$ cat src/rtl/pulse_burst_gen.sv
// Burst pulse generator: N pulses of H clocks HIGH separated by L clocks LOW,
// optionally repeated after a G-clock gap. Config is latched at burst start.
//
// state | meaning
// IDLE  | waiting for start with en=1
// HIGH  | pulse asserted, dur_cnt counting down the H' period
// LOW   | inter-pulse low, dur_cnt counting down the L' period
// GAP   | inter-burst gap (repeat mode), dur_cnt counting down the G' period
module pulse_burst_gen #(
  parameter int CNT_W = 8,
  parameter int DUR_W = 16
) (
  input  logic             clk,
  input  logic             rst_n,
  input  logic             en,
  input  logic             start,
  input  logic [CNT_W-1:0] cfg_n_pulses,
  input  logic [DUR_W-1:0] cfg_high,
  input  logic [DUR_W-1:0] cfg_low,
  input  logic [DUR_W-1:0] cfg_gap,
  input  logic             cfg_repeat,
  output logic             pulse,
  output logic             busy,
  output logic             done,
  output logic [CNT_W-1:0] pulse_idx
);

  typedef enum logic [1:0] {
    ST_IDLE = 2'd0,
    ST_HIGH = 2'd1,
    ST_LOW  = 2'd2,
    ST_GAP  = 2'd3
  } state_t;

  state_t           state, state_nxt;
  logic [DUR_W-1:0] dur_cnt, dur_cnt_nxt;
  logic [DUR_W-1:0] high_rld, low_rld, gap_rld;
  logic [CNT_W-1:0] n_lat;
  logic [CNT_W-1:0] idx_nxt;
  logic             rep_lat;
  logic             load_cfg;
  logic             done_nxt;
  logic             cnt_tc;
  logic             last_pulse;

  // Reload value is duration-1 so a zero duration behaves as one clock.
  function automatic logic [DUR_W-1:0] reload_of(input logic [DUR_W-1:0] d);
    return (d == '0) ? '0 : d - DUR_W'(1);
  endfunction

  assign cnt_tc     = (dur_cnt == '0);
  assign last_pulse = (pulse_idx == n_lat - CNT_W'(1));

  always_comb begin
    state_nxt   = state;
    dur_cnt_nxt = dur_cnt;
    idx_nxt     = pulse_idx;
    done_nxt    = 1'b0;
    load_cfg    = 1'b0;
    if (!en) begin
      state_nxt = ST_IDLE;
    end else begin
      case (state)
        ST_IDLE: begin
          if (start) begin
            load_cfg = 1'b1;
            if (cfg_n_pulses != '0) begin
              state_nxt   = ST_HIGH;
              idx_nxt     = '0;
              dur_cnt_nxt = reload_of(cfg_high);
            end else begin
              done_nxt = 1'b1;
            end
          end
        end
        ST_HIGH: begin
          if (!cnt_tc) begin
            dur_cnt_nxt = dur_cnt - DUR_W'(1);
          end else if (!last_pulse) begin
            state_nxt   = ST_LOW;
            dur_cnt_nxt = low_rld;
          end else if (rep_lat) begin
            state_nxt   = ST_GAP;
            dur_cnt_nxt = gap_rld;
            done_nxt    = 1'b1;
          end else begin
            state_nxt = ST_IDLE;
            done_nxt  = 1'b1;
          end
        end
        ST_LOW: begin
          if (!cnt_tc) begin
            dur_cnt_nxt = dur_cnt - DUR_W'(1);
          end else begin
            state_nxt   = ST_HIGH;
            idx_nxt     = pulse_idx + CNT_W'(1);
            dur_cnt_nxt = high_rld;
          end
        end
        ST_GAP: begin
          if (!cnt_tc) begin
            dur_cnt_nxt = dur_cnt - DUR_W'(1);
          end else begin
            state_nxt   = ST_HIGH;
            idx_nxt     = '0;
            dur_cnt_nxt = high_rld;
          end
        end
        default: state_nxt = ST_IDLE;
      endcase
    end
  end

  always_ff @(posedge clk or negedge rst_n) begin
    if (!rst_n) begin
      state     <= ST_IDLE;
      dur_cnt   <= '0;
      pulse_idx <= '0;
      pulse     <= 1'b0;
      busy      <= 1'b0;
      done      <= 1'b0;
      n_lat     <= '0;
      high_rld  <= '0;
      low_rld   <= '0;
      gap_rld   <= '0;
      rep_lat   <= 1'b0;
    end else begin
      state     <= state_nxt;
      dur_cnt   <= dur_cnt_nxt;
      pulse_idx <= idx_nxt;
      // Outputs come from flops fed by next-state decode, so they are glitch-free.
      pulse     <= (state_nxt == ST_HIGH);
      busy      <= (state_nxt != ST_IDLE);
      done      <= done_nxt;
      if (load_cfg) begin
        n_lat    <= cfg_n_pulses;
        high_rld <= reload_of(cfg_high);
        low_rld  <= reload_of(cfg_low);
        gap_rld  <= reload_of(cfg_gap);
        rep_lat  <= cfg_repeat;
      end
    end
  end

endmodule

$ cat config.mk
export PLATFORM = sky130hd
export DESIGN_NAME = pulse_burst_gen
export DESIGN_NICKNAME = d
export VERILOG_FILES = /design/src/rtl/pulse_burst_gen.sv
export SDC_FILE = /design/constraint.sdc
export NUM_CORES = 1
export LEC_CHECK = 0
export BUFFER_PORTS_ARGS = -buffer_cell sky130_fd_sc_hd__buf_2
export CAP_MARGIN = 20
export CORE_MARGIN = 10
export CORE_UTILIZATION = 53
export DETAILED_ROUTE_END_ITERATION = 8
export PLACE_DENSITY = 0.77
export REMOVE_ABC_BUFFERS = 1
export SKIP_CTS_REPAIR_TIMING = 1
export SLEW_MARGIN = 5
export SYNTH_ARGS = -nofsm -noshare
export SYNTH_HDL_FRONTEND = slang
export SYNTH_SLANG_ARGS = --single-unit
export TNS_END_PERCENT = 1
$ cat constraint.sdc
create_clock -name clk -period 2.95 [get_ports clk]
set_clock_uncertainty 0.15 [all_clocks]
set_input_delay 0.4425 -clock clk [delete_from_list [all_inputs] [get_ports clk]]
set_output_delay 0.4425 -clock clk [all_outputs]
set_load 0.1 [all_outputs]
Yosys cells after proc, flatten, opt, wreduce, memory -nomap -nowiden
Cells that the tools add are included.
W data, S select, Z words.

cells by class
  reduce and logical (&&, ||, !) cells = 11
  multiplexer cells = 32
  add/sub/neg operators = 6
  equal/unequal tests = 10

operator list
  kind                     number
  $mux W16                 9
  $logic_not A16 Y1        4
  $sub A16 B1 Y16 const B  4
  $pmux W16 S3             1
  $mux W8                  4
  $pmux W8 S3              1
  $mux W2                  7
  $add A8 B1 Y8 const B    1
  $eq A8 B8 Y1             1
  $mux W1                  8
  $ne A2 B2 Y1 const B     4
  $reduce_bool A8 Y1       1
  $sub A8 B1 Y8 const B    1
  $pmux W2 S3              1
  $reduce_and A6 Y1        1
  $eq A2 B1 Y1 const B     2
  $eq A2 B2 Y1 const B     2
  $ne A4 B4 Y1 const B     1
  $reduce_and A4 Y1        1
  $reduce_bool A3 Y1       1
  $logic_not A2 Y1         1
  $pmux W1 S2              1
  $reduce_bool A2 Y1       1
  $reduce_or A2 Y1         1

storage, ports and cells
  output and inout bits = 11
  logic and storage cells = 70
  input bits = 61
  flip-flop bits (word level) = 86

Logic depth before layout (Yosys ltp)
  depth in word-level cells = 7
  depth in mapped cells = 12
  gate-level depth less buffers = 9

Worst setup path before layout
OpenSTA, ideal clock, no wires.

  path type = register to register
  from = register pulse_idx[6]
  to = register dur_cnt[6]
  clock period less this slack = 3,144 ps
  setup time = 120 ps
  arrival = 2,875 ps
  path buffers = 1
  required time = 2,680 ps
  slack = -194 ps
  cell stages (with the launch flop) = 9
  cell sequence = dfrtp_1 -> xnor2_1 -> xnor2_1 -> nor4_2 -> o211ai_2 -> o311a_1 -> buf_6 -> mux2_4 -> a31o_1

between the ends
  word-level cells in the longest chain between the ends = 4
  elaborated cells on any way between the ends = 6
  those cells by class = eq/ne (2); mux (3); reduce/logical (1)

RTL lines
  item                    line  RTL
  start, declared         25    output logic [CNT_W-1:0] pulse_idx
  start signal, assigned  130   pulse_idx <= idx_nxt;
  $eq A8 B8 Y1 (*)        52    assign last_pulse = (pulse_idx == n_lat - CNT_W'(1));
  $mux W16                79    end else if (!last_pulse) begin
  $mux W16                77    if (!cnt_tc) begin
  $pmux W16 S3            63    case (state)
  end signal, assigned    129   dur_cnt <= dur_cnt_nxt;
  end, declared           36    logic [DUR_W-1:0] dur_cnt, dur_cnt_nxt;

Every way passes the cells marked *; elsewhere a longest branch is shown, timed or not.
A chain may end at the register's enable or synchronous reset.

Worst setup path after layout
  from = register dur_cnt[1]
  to = register dur_cnt[6]

between the ends
  word-level cells in the longest chain between the ends = 3
  elaborated cells on any way between the ends = 7
  those cells by class = add/sub (1); eq/ne (1); mux (3); reduce/logical (2)

RTL lines
  item                                                         line
  $sub A16 B1 Y16 / $logic_not A16 Y1 (equally long branches)  -
  $mux W16, or another cell as far along                       92, 101
  $pmux W16 S3 / $reduce_and A4 Y1 (equally long branches)     -

Several ways; a longest one is shown, not always the timed one.

==> qor.json <==
{
  "logic_synthesis": {
    "synth_enable_flop_cells": 0,
    "postSynth.asyncResetShare_pct": 100,
    "synthesized_flop_and_latch_total": 86,
    "synth_top_cell_by_area": "sky130_fd_sc_hd__dfrtp_1",
    "yosys.cell_types.count": 66,
    "syn_area_per_cell_um2": 8.48,
    "synth_cells": 655,
    "cell_types_with_the_largest_area_share_after_synthesis": "sky130_fd_sc_hd__dfrtp_1 (39%), sky130_fd_sc_hd__nand2_1 (7.5%), sky130_fd_sc_hd__o21ai_0 (6.1%)",
    "yosysSeqAreaShare_pct": 38.8,
    "ys_warn_count": 0,
    "post_synth_instance_area_um2": 5550,
    "post-synth-top-area-fraction_pct": 38.8,
    "synth-main-ff-cell": "sky130_fd_sc_hd__dfrtp_1"
  },
  "worst_setup_path": {
    "timing.critical_path.fanout_max": 5,
    "cp_data_required_time_ns": 3.07,
    "reg2reg_setup_slack_ns": -0.003,
    "setup.worst_path.class": "register to register",
    "arrival_ns": 3.08,
    "cp-start-kind": "register",
    "end_kind": "register"
  },
  "clocking": {
    "htreeDepth": 3,
    "cts.clk_slew.worst_paths_ns": 0.10,
    "clkSinkCount": 86,
    "cts_tree": "done",
    "cts_inserted_buffers": 9,
    "clock_latency_ns": 0.38,
    "clk_path_buf_depth": 2,
    "clk_root_buffer_cell": "sky130_fd_sc_hd__clkbuf_8"
  },
  "drt": {
    "via_count": 5267,
    "drtIter0Drc": 448,
    "detail-route-antenna-nets": 0,
    "routedWlPerCell_um": 17.9,
    "postRouteWirelength_um": 15900,
    "post-route-drc-count": 0,
    "detail_route.vias_per_cell": 5.95,
    "drt-pass1-iter-count": 5
  },
  "power_and_ir_drop": {
    "peakVddDrop_mv": 0.279,
    "power_per_cell_area_nw_per_um2": 494,
    "p_leak_nw": 2.82
  },
  "layout": {
    "postLayoutCellArea_um2": 6440,
    "antenna-diode-count": 0,
    "finish.cell_count_without_fillers": 885,
    "area_growth_pct": 16.0,
    "num-nets-final": 812,
    "final_util_pct": 62.7,
    "post_route_cells_drive_above_1_share_pct": 20.6
  },
  "place": {
    "placed_standard_cell_area_um2": 6210,
    "dp_worst_setup_slack_ns": 0.0219,
    "place_congestion": 1.02,
    "dpl.hpwl_um": 12400,
    "port-buffer-count": 71,
    "placed_cells": 868
  },
  "timing": {
    "report.final.slew_viol_count": 0,
    "slew_headroom_pct": 54.3,
    "period_minus_slack_ns": 2.95,
    "hold_violations": 0,
    "fin_worst_hold_slack_ns": 0.124,
    "fmax_ghz": 0.339,
    "period_share_pct": 100,
    "grt_setup_unrepaired": "true",
    "worst_slew_pin_slew_ns": 0.686,
    "setup-violations-final": 1,
    "post_route_setup_slack_ns": -0.00293
  },
  "die": {
    "boundaryPins": 72,
    "placementRows": 37,
    "floorplan.die.width_um": 122,
    "floorplan.die.height_um": 122,
    "start_util_pct": 54.0,
    "dieArea_um2": 15000,
    "floorplan.core_area_um2": 10300
  },
  "flow_run": {
    "count_of_max_cap_constraint_violations": 0
  },
  "global_route": {
    "antenna_found_initial": 0,
    "grt_pass1_vias": 5204,
    "grt_pass1_wl_um": 25900,
    "grt_use_total_pct": 21.5,
    "grt_start_max_net_pins": 73,
    "grt_remaining_overflow": 0
  },
  "run_status": {
    "violations": "setup timing",
    "status": "finished with violations"
  },
  "hold_path": {
    "min_path_type": "primary input to register"
  }
}
where the power goes:
group	switching (mW)	internal, mW
clock network	0.477	0.405
registers	0.144	1.35
logic	0.460	0.341
critical path: stages, from the launching register on:
cell,delay (ns)
sky130_fd_sc_hd__dfrtp_1,0.40
sky130_fd_sc_hd__inv_1,0.09
sky130_fd_sc_hd__ha_2,0.19
sky130_fd_sc_hd__or3b_2,0.47
sky130_fd_sc_hd__or3_4,0.38
sky130_fd_sc_hd__nor3_4,0.18
sky130_fd_sc_hd__a311o_1,0.14
sky130_fd_sc_hd__o311a_1,0.32
sky130_fd_sc_hd__mux2_4,0.33
sky130_fd_sc_hd__a31o_1,0.18
flip-flops by register name, indices dropped and copies added, names as in the netlist, 2 cells and up:
register	count
n_lat	8
low_rld	16
state	2
gap_rld	16
high_rld	16
dur_cnt	16
pulse_idx	8
cell usage after synthesis (15+ instances only):
cell and n:
sky130_fd_sc_hd__a21oi_1 24, sky130_fd_sc_hd__clkbuf_1 24, sky130_fd_sc_hd__dfrtp_1 86, sky130_fd_sc_hd__inv_1 15
sky130_fd_sc_hd__mux2i_1 15, sky130_fd_sc_hd__nand2_1 111, sky130_fd_sc_hd__nand2b_1 15, sky130_fd_sc_hd__nor2_1 50
sky130_fd_sc_hd__nor3_1 22, sky130_fd_sc_hd__o21ai_0 68, sky130_fd_sc_hd__o31ai_1 16, sky130_fd_sc_hd__xnor2_1 32
cell families (layout without fill, tap and decap cells):
group,after synthesis,in the layout,share of synthesized area (%)
fa+ha+maj,7,7,1.58
compound gates,170,170,19.2
flops,86,86,38.8
mux,22,22,4.19
buf+inv,46,140,3.76
xor+xnor,45,45,7.10
simple gates,279,279,25.4
metrics by stage:
stage,setup TNS [ns],power (mW)
6_report,-0.00293,3.18
5_1_grt,-1.08,3.34
4_1_cts,-0.0110,3.17
3_5_place_dp,0,2.30
3_3_place_gp,0,2.28
2_1_floorplan,-9.71,1.95
final timing paths:
path	cells past startpoint	end	from
worst max-delay path	9	dur_cnt[6]	dur_cnt[1]
worst min-delay path	3	n_lat[5]	cfg_n_pulses[5]
worst max register to register	9	dur_cnt[6]	dur_cnt[1]
worst min register to register	2	high_rld[11]	high_rld[11]
max in group asynchronous	3	low_rld[11]	rst_n
min in group asynchronous	2	gap_rld[5]	rst_n
cells in the final DEF, fill, tap and decap left out, types with 4 or more instances in the layout:
cell                       count
sky130_fd_sc_hd__nand2_1     111
sky130_fd_sc_hd__mux2i_1      15
sky130_fd_sc_hd__nor2_1       50
sky130_fd_sc_hd__o21ai_0      67
sky130_fd_sc_hd__o22ai_1       5
sky130_fd_sc_hd__nand3_1       9
sky130_fd_sc_hd__or3_1         8
sky130_fd_sc_hd__a211o_1       4
sky130_fd_sc_hd__dfrtp_1      86
sky130_fd_sc_hd__buf_2        70
sky130_fd_sc_hd__o31ai_1      16
sky130_fd_sc_hd__or4_1        12
sky130_fd_sc_hd__clkbuf_8      9
sky130_fd_sc_hd__xnor2_1      32
sky130_fd_sc_hd__mux2_2        6
sky130_fd_sc_hd__a21oi_1      24
sky130_fd_sc_hd__and3_1        4
sky130_fd_sc_hd__o211ai_1      5
sky130_fd_sc_hd__nor4_1       13
sky130_fd_sc_hd__nand2b_1     15
sky130_fd_sc_hd__a31oi_1      11
sky130_fd_sc_hd__a21o_1        4
sky130_fd_sc_hd__inv_1        15
sky130_fd_sc_hd__nor3_1       22
sky130_fd_sc_hd__buf_4        38
sky130_fd_sc_hd__xor2_1       13
sky130_fd_sc_hd__ha_1          6
sky130_fd_sc_hd__nor3b_1       6
routing by layer:
layer  share of wire [%]  GRT usage, %
met5                   0             0
met4                 2.8          10.2
met3                 6.7          3.54
met2                  48          34.5
met1                  42          27.8
layout make-up:
cell class / instances / area [um^2]
Fill cell: 929 / 3830
Multi-Input combinational cell: 523 / 3210
Sequential cell: 86 / 2150
Timing Repair Buffer: 109 / 646
Tap cell: 136 / 170
Clock buffer: 9 / 124
Clock inverter: 7 / 81.3
Inverter: 15 / 56.3
(Power assumes the default switching activity.)
